===== src/rtl/multicycle_controller_pkg.sv =====
// multicycle_controller_pkg: ALU op, flag, datapath mux select, FSM state types and RV32I opcode constants
package multicycle_controller_pkg;
  typedef enum logic [1:0] {DEF_ADD, DEF_SUB, TYPE_R, TYPE_I} aluOp_t;
  typedef enum logic {LOW, HIGH} flag_t;
  typedef enum logic [1:0] {SRCA_PC, SRCA_OLDPC, SRCA_RS1} srcA_t;
  typedef enum logic [1:0] {SRCB_RS2, SRCB_FOUR, SRCB_IMM} srcB_t;
  typedef enum logic [3:0] {
    FETCH, DECODE, EXEC_R, EXEC_I, ALU_WB, MEM_ADDR, MEM_RD, MEM_WB, MEM_WR, BRANCH, TRAP
  } ctrl_state_t;
  localparam logic [6:0] OP_R      = 7'b0110011;
  localparam logic [6:0] OP_I      = 7'b0010011;
  localparam logic [6:0] OP_LOAD   = 7'b0000011;
  localparam logic [6:0] OP_STORE  = 7'b0100011;
  localparam logic [6:0] OP_BRANCH = 7'b1100011;
endpackage


===== src/rtl/multicycle_controller_branch.sv =====
// branch_cond_unit: (funct3, zero) -> taken for BEQ/BNE, error for any other funct3
module branch_cond_unit (
  input  logic [2:0] i_funct3,
  input  logic       i_zero,
  output logic       o_taken,
  output logic       o_error
);
  assign o_error = i_funct3[2:1] != 2'b00;
  assign o_taken = !o_error && (i_zero ^ i_funct3[0]);
endmodule


===== src/rtl/multicycle_controller.sv =====
// multicycle_controller: RV32I multi-cycle control FSM (in: opcode/funct3/zero/aluError/readies; out: datapath strobes, aluOp, trap, state)
module multicycle_controller
  import multicycle_controller_pkg::*;
(
  input  logic       clk,
  input  logic       rst,
  input  logic [6:0] opcode,
  input  logic [2:0] funct3,
  input  logic       zero,
  input  logic       aluError,
  input  logic       imemReady,
  input  logic       dmemReady,
  output logic       imemReq,
  output logic       dmemRead,
  output logic       dmemWrite,
  output logic       irWrite,
  output logic       pcWrite,
  output logic       pcSrc,
  output logic [1:0] aluSrcA,
  output logic [1:0] aluSrcB,
  output logic [1:0] aluOp,
  output logic       regWrite,
  output logic       wbSel,
  output logic       trap,
  output logic [3:0] state
);
  ctrl_state_t r_state, w_next;
  logic w_taken, w_br_err;
  branch_cond_unit u_branch (
    .i_funct3(funct3),
    .i_zero  (zero),
    .o_taken (w_taken),
    .o_error (w_br_err)
  );
  always_ff @(posedge clk) r_state <= rst ? FETCH : w_next;
  always_comb begin
    w_next = r_state;
    case (r_state)
      FETCH:          w_next = imemReady ? DECODE : FETCH;
      DECODE:         w_next = opcode == OP_R ? EXEC_R :
                               opcode == OP_I ? EXEC_I :
                               (opcode == OP_LOAD || opcode == OP_STORE) ? MEM_ADDR :
                               opcode == OP_BRANCH ? BRANCH : TRAP;
      EXEC_R, EXEC_I: w_next = aluError == HIGH ? TRAP : ALU_WB;
      ALU_WB, MEM_WB: w_next = FETCH;
      MEM_ADDR:       w_next = opcode == OP_LOAD ? MEM_RD : MEM_WR;
      MEM_RD:         w_next = dmemReady ? MEM_WB : MEM_RD;
      MEM_WR:         w_next = dmemReady ? FETCH : MEM_WR;
      BRANCH:         w_next = w_br_err ? TRAP : FETCH;
      default:        w_next = TRAP;
    endcase
  end
  always_comb begin
    imemReq   = 1'b0;
    dmemRead  = 1'b0;
    dmemWrite = 1'b0;
    irWrite   = 1'b0;
    pcWrite   = 1'b0;
    pcSrc     = 1'b0;
    aluSrcA   = SRCA_PC;
    aluSrcB   = SRCB_FOUR;
    aluOp     = DEF_ADD;
    regWrite  = 1'b0;
    wbSel     = 1'b0;
    trap      = LOW;
    if (!rst) begin
      case (r_state)
        FETCH: begin
          imemReq = 1'b1;
          irWrite = imemReady;
          pcWrite = imemReady;
        end
        DECODE: begin
          aluSrcA = SRCA_OLDPC;
          aluSrcB = SRCB_IMM;
        end
        EXEC_R: begin
          aluSrcA = SRCA_RS1;
          aluSrcB = SRCB_RS2;
          aluOp   = TYPE_R;
        end
        EXEC_I: begin
          aluSrcA = SRCA_RS1;
          aluSrcB = SRCB_IMM;
          aluOp   = TYPE_I;
        end
        ALU_WB: regWrite = 1'b1;
        MEM_ADDR: begin
          aluSrcA = SRCA_RS1;
          aluSrcB = SRCB_IMM;
        end
        MEM_RD: dmemRead = 1'b1;
        MEM_WB: begin
          regWrite = 1'b1;
          wbSel    = 1'b1;
        end
        MEM_WR: dmemWrite = 1'b1;
        BRANCH: begin
          aluSrcA = SRCA_RS1;
          aluSrcB = SRCB_RS2;
          aluOp   = DEF_SUB;
          pcSrc   = 1'b1;
          pcWrite = w_taken;
        end
        TRAP:    trap = HIGH;
        default: trap = HIGH;
      endcase
    end
  end
  assign state = r_state;
endmodule


===== config.mk =====
export PLATFORM = sky130hd
export DESIGN_NAME = multicycle_controller
export DESIGN_NICKNAME = d
export VERILOG_FILES = /design/src/rtl/multicycle_controller_pkg.sv /design/src/rtl/multicycle_controller_branch.sv /design/src/rtl/multicycle_controller.sv
export SDC_FILE = /design/constraint.sdc
export NUM_CORES = 1
export LEC_CHECK = 0
export CAP_MARGIN = 20
export CORE_MARGIN = 1
export CORE_UTILIZATION = 34
export CTS_CLUSTER_DIAMETER = 200
export DETAILED_ROUTE_END_ITERATION = 10
export GPL_TIMING_DRIVEN = 0
export PLACE_DENSITY = 0.82
export SYNTH_ARGS = -nofsm -noshare
export SYNTH_HDL_FRONTEND = slang
export SYNTH_HIERARCHICAL = 1
export SYNTH_SLANG_ARGS = --single-unit

===== constraint.sdc =====
create_clock -name clk -period 1.56 [get_ports clk]
set_input_delay 0.156 -clock clk [delete_from_list [all_inputs] [get_ports clk]]
set_output_delay 0.156 -clock clk [all_outputs]
set_load 0.01 [all_outputs]

---- Word-level counts from Yosys, hierarchy flattened ----
Index checks and enable logic that the tools add are counted.
storage, ports and cells
  register bits ........................... 4
  input bits .............................. 16
  output and inout port bits .............. 19
  logic and storage cells ................. 62
operators by class
  equal/unequal tests ..................... 14
  multiplexer cells ....................... 35
  bitwise logic cells ..................... 1
  reductions and logical operators ........ 11
operator list
  cell                                                             number
  4-bit case mux with 8 select lines                               1
  4-bit 2-to-1 mux                                                 7
  1-bit 2-to-1 mux                                                 19
  4-bit by 3-bit == test with 1-bit output, second input constant  4
  7-bit by 6-bit == test with 1-bit output, second input constant  2
  10-bit OR reduction                                              1
  4-bit by 2-bit == test with 1-bit output, second input constant  2
  4-bit == test, second input constant                             2
  2-bit 2-to-1 mux                                                 4
  2-bit case mux with 2 select lines                               2
  7-bit by 2-bit == test with 1-bit output, second input constant  1
  7-bit by 5-bit == test with 1-bit output, second input constant  1
  7-bit == test, second input constant                             1
  2-bit case mux with 3 select lines                               1
  2-bit OR reduction                                               3
  4-bit by 1-bit == test with 1-bit output, second input constant  1
  4-bit logical NOT                                                1
  4-bit OR reduction                                               1
  3-bit OR reduction                                               1
  1-bit case mux with 2 select lines                               1
  2-bit nonzero test                                               1
  1-bit logical AND                                                1
  1-bit logical NOT                                                1
  1-bit logical OR                                                 1
  1-bit bitwise XOR                                                1

---- Depth between registers and ports, before layout ----
Gate-level depths: netlist (run 1).
  depth after elaboration ................. 6
  depth in mapped cells ................... 5
  mapped depth without buffers ............ 5

---- Cells and area by module ----
The synthesis (run 1) kept the hierarchy.
modules (own cells, without submodules)
  module                 times used  cells an instance  area each (sq um)  seq. area each (sq um)
  multicycle_controller  1           71                 484.2              80.1
  branch_cond_unit       1           3                  21.3               0.0

---- Least setup slack after synthesis (run 1) ----
Ideal clock, no wire load.
  path kind ............................... flip-flop to output port
  from .................................... register r_state[3], in the netlist state[3]
  to ...................................... output pcWrite
  arrival ................................. 1.254 ns
  required time ........................... 1.404 ns
  path slack .............................. 0.150 ns
  cell stages (with the launch flop) ...... 5
  path buffers ............................ 0
  cell sequence ........................... dfxtp_1 > or3_4 > nor3_4 > and2_4 > a21o_1
between the ends
  cells in the longest elaborated chain, start to end .. 3
  elaborated cells between the ends (all ways) .. 4
  those cells by class .................... eq/ne (1); mux (2); reduce/logical (1)
ends and longest elaborated chain
  element                                                    line                         RTL
  start, declared                                            multicycle_controller.sv:27  ctrl_state_t r_state, w_next;
  start signal, assigned                                     multicycle_controller.sv:35  always_ff @(posedge clk) r_state <= rst ? FETCH : w_next;
  4-bit == test / 4-bit logical NOT (equally long branches)  multicycle_controller.sv:67  case (r_state)
  1-bit case mux with 2 select lines (*)                     multicycle_controller.sv:67
  1-bit 2-to-1 mux (*)                                       multicycle_controller.sv:66  if (!rst) begin
  end, declared                                              multicycle_controller.sv:17  output logic pcWrite,
Mark *: on every way between the ends. The rest lies on a longest branch, timed or not.

---- Final worst setup path (run 1) ----
  from .................................... register r_state[2], in the netlist state[2]
  to ...................................... output pcWrite
Same word-level chain as after synthesis.

==> reports/results.tsv, run 1 <==
stage	metric	value	unit
clock_network	Num Clock Sinks	4	
die	die boundary width	40.6	µm
die	number of standard-cell rows in the floorplan	13	
drt	Wirelength per Cell	14.4	µm
clock_network	maximum number of buffers from clock root to sink	2	
timing	headroom to the max-slew limit	0.667	
critical_path	Reg2Reg Capture Point	state[0]	
yosys	count of synthesis-stage warnings from yosys	6	
yosys	fraction of the yosys area taken by sequential cells	0.158	
die	total core area	1350	µm²
timing	final critical delay including setup and external delays	1620	ps
finish	Diodes inserted	0	
die	Die Height	40.6	µm
critical_path	kind of cell adding the most delay to the critical path	simple AND/OR/NAND/NOR gates	
timing	highest clock rate	0.617	GHz
yosys	Mapped Cells	74	
drt	Avg Vias per Cell	5.51	
clock_network	number of hold buffers added after cts	0	
critical_path	Reg2Reg Launch Point	state[2]	
timing	final worst setup slack	-60.5	ps
yosys	top cell type's share of synthesized area	0.158	
critical_path	slack of the worst reg-to-reg path	140	ps
critical_path	arrival time at the worst endpoint	1460	ps
drt	remaining design rule violation count	0	
global_routing	GR Util All Layers	0.224	
timing	maximum clock skew at final layout	4.68	ps
critical_path	slowest cell on the critical path	sky130_fd_sc_hd__or3_4	
finish	fill count	103	
min_path	number of instances on the worst hold path	4	
placed_design	GPL Wtd Cong	0.867	
global_routing	number of global-route vias before repair	618	
yosys	Seq cells post-synth	4	
critical_path	stage delay of the slowest cell on the critical path	410	ps
pwr	LEAKAGE	0.000437	µW
finish	flip-flop count of the largest register after layout	4	
timing	final hold slack	666	ps
critical_path	CP Capture Type	output port	
global_routing	largest net degree at the start of global routing	11	
clock_network	CTS clock-pin slew for the worst setup and hold paths	40	ps
die	effective utilization at floorplan	0.374	
yosys	post-synthesis instance area	505	µm²
critical_path	startpoint type of the worst setup path	register	
yosys	number of synthesized flops with an enable pin	0	
yosys	share of flip-flops with an asynchronous set or reset	0	
clock_network	CTS tree	yes	
timing	final worst-path cycle share	1.04	
outcome	violations in the final reports	negative setup slack	
pwr	Peak supply drop	294	µV
min_path	path category of the worst min-delay check	input pin to register	
drt	drt pass-1 iters	4	
global_routing	antenna violations before repair	0	
pwr	share of power burned in combinational logic	0.538	
drt	Total Routed Length	1960	µm
pwr	sw power	185	µW
clock_network	Root Buffer	sky130_fd_sc_hd__clkbuf_4	
timing	final sum of negative setup slack	-60.5	ps
critical_path	origin of the worst setup path	state[2]	
min_path	worst-case hold path end point	state[0]	
global_routing	wire length of the first global-routing pass	2550	µm
placed_design	hpwl dp	1240	µm
timing	setup repair after global routing missed its margin	true	
yosys	largest cells by area after synthesis	sky130_fd_sc_hd__dfxtp_1 16%, sky130_fd_sc_hd__a21oi_1 7.9%, sky130_fd_sc_hd__nand2b_1 6.2%	
yosys	predominant post-synthesis flop cell	sky130_fd_sc_hd__dfxtp_1	
pwr	power per standard cell area	544	nW/µm²
critical_path	critical path cell sequence	or3_4 > nor3_4 > and2_4 > a21o_1 > buf_2	
pwr	fraction of power spent switching nets	0.344	
drt	number of nets with antenna violations after detailed routing	0	
timing	hold violation total from the final report	0	
pwr	power after layout	537	µW
clock_network	clk_lat worst skew	230	ps
timing	Worst-Margin Slew	499	ps
finish	fraction of final layout cells with drive strength greater than 1	0.388	
die	die outline area	1650	µm²
finish	area added between synthesis and finish	95.3	%
min_path	hold_sp	opcode[5]	
pwr	internal power component	353	µW
drt	violation count after the first detailed-routing iteration	20	
die	Top Ports	35	
yosys	count of unique library cells instantiated by Yosys	35	
yosys	top cell type by total area after synthesis	sky130_fd_sc_hd__dfxtp_1	
pwr	part of the power in the clock network	0.228	
yosys	total nets after synthesis	90	
clock_network	maximum level of the CTS H-tree	1	
job	Maximum Capacitance Violations	0	
pwr	fraction of power consumed by sequential logic	0.234	
critical_path	category of the critical setup timing path	register to output port	
placed_design	Port Buffer Count	34	
clock_network	TritonCTS Buffers	3	
yosys	average footprint of a synthesized cell	6.83	µm²
timing	count of final setup violators	1	
critical_path	peak fanout along the critical path	3	
critical_path	Worst Reg-to-Reg Cells	7	
finish	# nets final	139	
timing	Slew Viols, Final	0	
critical_path	number of buffers and inverters on the critical path	1	
drt	vias after detailed routing	749	
critical_path	required time of the critical path	1400	ps
global_routing	overflow left after global routing	0	
outcome	status	finished, violations left	
final cells by class:
cell class	instances	area (µm²)	share of cell area
plain buffers	5	41.3	0.0418
clock buffers	3	22.5	0.0228
inverters	2	12.5	0.0127
multi-input cells	63	437	0.442
flip-flops and latches	4	85.1	0.0862
well taps	15	18.8	0.0190
repair buffers	44	370	0.375
per-stage QoR:
stage | instance area, µm² | setup WS (ps) | util | instances
detailed placement | 865 | -448 | 0.640 | 123
floorplan | 505 | 150 | - | 74
global placement | 865 | -470 | 0.640 | 123
CTS | 927 | -118 | 0.687 | 130
global route | 987 | -106 | 0.731 | 136
finish | 987 | -60.5 | 0.731 | 136
logic make-up after synthesis:
logic type                synth area share
AOI/OAI and AO/OA                    0.248
xor gates and xnor gates            0.0173
and+or+nand+nor                      0.493
muxes                               0.0198
buffers and inverters               0.0644
DFF                                  0.158
cell usage after synthesis (2+ instances only):
library cell	number
sky130_fd_sc_hd__a21oi_1	8
sky130_fd_sc_hd__a31oi_1	3
sky130_fd_sc_hd__buf_2	2
sky130_fd_sc_hd__clkbuf_1	2
sky130_fd_sc_hd__dfxtp_1	4
sky130_fd_sc_hd__nand2_1	6
sky130_fd_sc_hd__nand2b_1	5
sky130_fd_sc_hd__nor2_1	8
sky130_fd_sc_hd__nor3_1	4
sky130_fd_sc_hd__nor4_1	4
sky130_fd_sc_hd__o31ai_1	2
sky130_fd_sc_hd__or3_1	3
worst register-to-register path, delay by kind of cell, from the launching register on:
family                 cells  cell delay, ps
buffers and inverters      3             340
AND/OR/NAND/NOR            2             460
flip-flops                 1             340
AO/OA/AOI/OAI              2             190
worst max path at each step:
stage | endpoint | slack, ps | depth (start not counted)
floorplan | pcWrite | 150 | 4
global placement | pcWrite | -470 | 6
detailed placement | pcWrite | -450 | 6
CTS | pcWrite | -120 | 5
global route | pcWrite | -110 | 5
finish | pcWrite | -60 | 5
metal layers:
layer | GRT usage | wire [µm] | part of all wire | vias up
met5 | 0 | 0 | 0 | -
met4 | 0.00833 | 0 | 0 | 0
met3 | 0.0389 | 109 | 0.056 | 0
met2 | 0.460 | 1030 | 0.53 | 49
met1 | 0.242 | 818 | 0.42 | 333
li1 | - | - | - | 367
repair_timing:
| action | CTS | global route |
|---|---|---|
| gates resized for setup | 62 | 12 |
| pin swaps | 4 | 3 |
| buffers inserted | 4 | 6 |
| setup endpoints to repair | 15 | 12 |
cell usage in the layout, fill, tap and decap left out, types with 3 or more instances in the layout:
master / Yosys / final
sky130_fd_sc_hd__a21oi_1: 8 / 7
sky130_fd_sc_hd__a31oi_1: 3 / 3
sky130_fd_sc_hd__buf_2: 2 / 8
sky130_fd_sc_hd__buf_4: 1 / 11
sky130_fd_sc_hd__buf_6: 0 / 3
sky130_fd_sc_hd__clkbuf_4: 0 / 4
sky130_fd_sc_hd__clkdlybuf4s50_1: 0 / 18
sky130_fd_sc_hd__dfxtp_2: 0 / 4
sky130_fd_sc_hd__dlygate4sd2_1: 0 / 3
sky130_fd_sc_hd__nand2_1: 6 / 6
sky130_fd_sc_hd__nand2b_1: 5 / 3
sky130_fd_sc_hd__nor2_1: 8 / 7
sky130_fd_sc_hd__nor4_1: 4 / 4
power by group through the flow:
stage / clock network [µW] / registers (µW) / logic, µW
final: 123 / 126 / 289
after global routing: 139 / 127 / 309
after CTS: 125 / 125 / 258
after detailed placement: 0 / 122 / 245
after global placement: 0 / 121 / 243
after floorplan: 0 / 123 / 125
Power figures use the tool's default switching activity.
==> inputs of run 2 (changes only) <==
ABC_CLOCK_PERIOD_IN_PS = 1560   (was not set)
CORE_MARGIN = not set   (was 1)
PLACE_DENSITY = 0.76   (was 0.82)
==> reports/results.tsv, run 2 (synthesis results as in run 1) <==
stage	metric	value	unit	change
outcome	status	finished, violations left		
outcome	violations in the final reports	negative setup slack		
placed_design	post-placement cell area	865	µm²	unchanged
finish	flip-flop count of the largest register after layout	4		unchanged
timing	hold violation total from the final report	0		unchanged
finish	Diodes inserted	0		unchanged
finish	fill count	104		+0.97%
clock_network	clk_lat worst skew	240	ps	about the same
die	die outline area	1650	µm²	unchanged
min_path	path category of the worst min-delay check	input pin to register		
placed_design	hpwl dp	1310	µm	+5.9%
timing	count of final setup violators	5		+4
global_routing	number of global-route vias before repair	635		+2.8%
critical_path	critical path cell sequence	buf_6 > and2b_2 > mux2i_1 > o22a_1 > nor2_1 > buf_2		
finish	commonest non-fill, non-tap cell in the layout	sky130_fd_sc_hd__clkdlybuf4s50_1		
pwr	power per standard cell area	559	nW/µm²	+2.6%
pwr	LEAKAGE	0.000425	µW	-2.7%
critical_path	stage delay of the slowest cell on the critical path	340	ps	-70 ps
pwr	fraction of power spent switching nets	0.345		+0.00117
drt	Wirelength per Cell	14.7	µm	+2.5%
clock_network	CTS clock-pin slew for the worst setup and hold paths	40	ps	about the same
critical_path	CP Capture Type	output port		
clock_network	maximum level of the CTS H-tree	1		unchanged
drt	Total Routed Length	2010	µm	+2.5%
global_routing	wire length of the first global-routing pass	2780	µm	+8.9%
clock_network	TritonCTS Buffers	3		unchanged
critical_path	slowest cell on the critical path	sky130_fd_sc_hd__dfxtp_2		
critical_path	Worst Reg-to-Reg Cells	7		unchanged
critical_path	peak fanout along the critical path	4		+1
timing	Worst-Margin Slew	251	ps	-248 ps
finish	highest-count cells in the layout ignoring fill and taps	18 x sky130_fd_sc_hd__clkdlybuf4s50_1, 9 x sky130_fd_sc_hd__buf_2, 9 x sky130_fd_sc_hd__buf_4		
die	effective utilization at floorplan	0.374		unchanged
timing	headroom to the max-slew limit	0.832		+0.164
min_path	number of instances on the worst hold path	3		-1
die	die boundary width	40.6	µm	unchanged
placed_design	GPL Wtd Cong	0.845		-2.5%
clock_network	Num Clock Sinks	4		unchanged
timing	setup repair after global routing missed its margin	true		
placed_design	Place WS	-470	ps	-22.3 ps
drt	violation count after the first detailed-routing iteration	25		+25%
timing	Slew Viols, Final	0		unchanged
timing	maximum clock skew at final layout	4.07	ps	-0.609 ps
global_routing	GR Util All Layers	0.254		+0.0295
drt	vias after detailed routing	752		+0.40%
critical_path	required time of the critical path	1400	ps	about the same
finish	fraction of final layout cells with drive strength greater than 1	0.380		-0.00826
die	Top Ports	35		unchanged
timing	highest clock rate	0.613	GHz	-0.74%
clock_network	number of hold buffers added after cts	0		unchanged
pwr	sw power	189	µW	+2.2%
finish	# nets final	139		unchanged
global_routing	antenna violations before repair	0		unchanged
drt	number of nets with antenna violations after detailed routing	0		unchanged
critical_path	category of the critical setup timing path	register to output port		
pwr	internal power component	358	µW	+1.7%
finish	Non-Filler Cell Area, Final	980	µm²	-0.76%
pwr	fraction of power consumed by sequential logic	0.231		-0.003
placed_design	Port Buffer Count	34		unchanged
pwr	share of power burned in combinational logic	0.530		-0.008
global_routing	overflow left after global routing	0		unchanged
pwr	part of the power in the clock network	0.239		+0.011
die	total core area	1350	µm²	unchanged
global_routing	largest net degree at the start of global routing	11		unchanged
critical_path	slack of the worst reg-to-reg path	250	ps	+110 ps
finish	area added between synthesis and finish	93.8	%	
timing	final worst-path cycle share	1.05		+0.00770
job	Maximum Capacitance Violations	0		unchanged
timing	final worst setup slack	-72.5	ps	-12.0 ps
timing	final critical delay including setup and external delays	1630	ps	+12.0 ps
pwr	Peak supply drop	393	µV	+34%
drt	Avg Vias per Cell	5.53		+0.40%
drt	remaining design rule violation count	0		unchanged
clock_network	Root Buffer	sky130_fd_sc_hd__clkbuf_4		
die	number of standard-cell rows in the floorplan	13		unchanged
critical_path	arrival time at the worst endpoint	1480	ps	+20 ps
critical_path	startpoint type of the worst setup path	register		
clock_network	CTS tree	yes		
drt	drt pass-1 iters	4		unchanged
die	Die Height	40.6	µm	unchanged
clock_network	maximum number of buffers from clock root to sink	2		unchanged
pwr	power after layout	547	µW	+1.8%
## run 2: final timing paths
kind / from / end
hold reg to reg: state[0] / state[0]
setup / recovery: state[0] / aluSrcA[1]
hold / removal: rst / state[1]
setup reg to reg: state[0] / state[3]
## run 2: what timing repair did
action,CTS,global route
pin swaps,2,3
resized for setup,63,8
endpoints found under the setup margin,15,13
endpoints found under the hold margin,0,0
setup buffers,8,2
## run 2: per-layer routing
layer | routed length (µm) | global-route usage
met1 | 846 | 0.297
met2 | 999 | 0.456
met3 | 139 | 0.0611
met4 | 20 | 0.0583
met5 | 0 | 0
## run 2: critical path, delay by kind of cell, from the launching register on
family                 cells  cell delay, ps
muxes                      1             190
DFF                        1             340
AOI/OAI and AO/OA          1             180
buffers and inverters      2             260
and+or+nand+nor            2             260
## run 2: through the flow
| stage | setup TNS, ps | hold slack (ps) | util | cells |
|---|---|---|---|---|
| global placement | -4250 | 689 | 0.640 | 123 |
| detailed placement | -4400 | 684 | 0.640 | 123 |
| floorplan | 0 | 346 | - | 74 |
| finish | -239 | 525 | 0.726 | 136 |
| CTS | -94.0 | 501 | 0.715 | 134 |
| global route | -465 | 562 | 0.726 | 136 |
## run 2: final cells by class
type / instances / area [µm²] / share of cell area
multi-input cells: 63 / 422 / 0.430
repair buffers: 44 / 373 / 0.381
flip-flops and latches: 4 / 85.1 / 0.0868
plain buffers: 5 / 46.3 / 0.0473
clock buffers: 3 / 22.5 / 0.0230
well taps: 15 / 18.8 / 0.0192
inverters: 2 / 12.5 / 0.0128
## run 2: power by group through the flow
stage	clock (µW)	sequential, µW	combinational [µW]
after floorplan	0	123	125
after global placement	0	121	245
after detailed placement	0	122	248
after CTS	133	124	274
after global routing	138	127	309
final	131	127	290
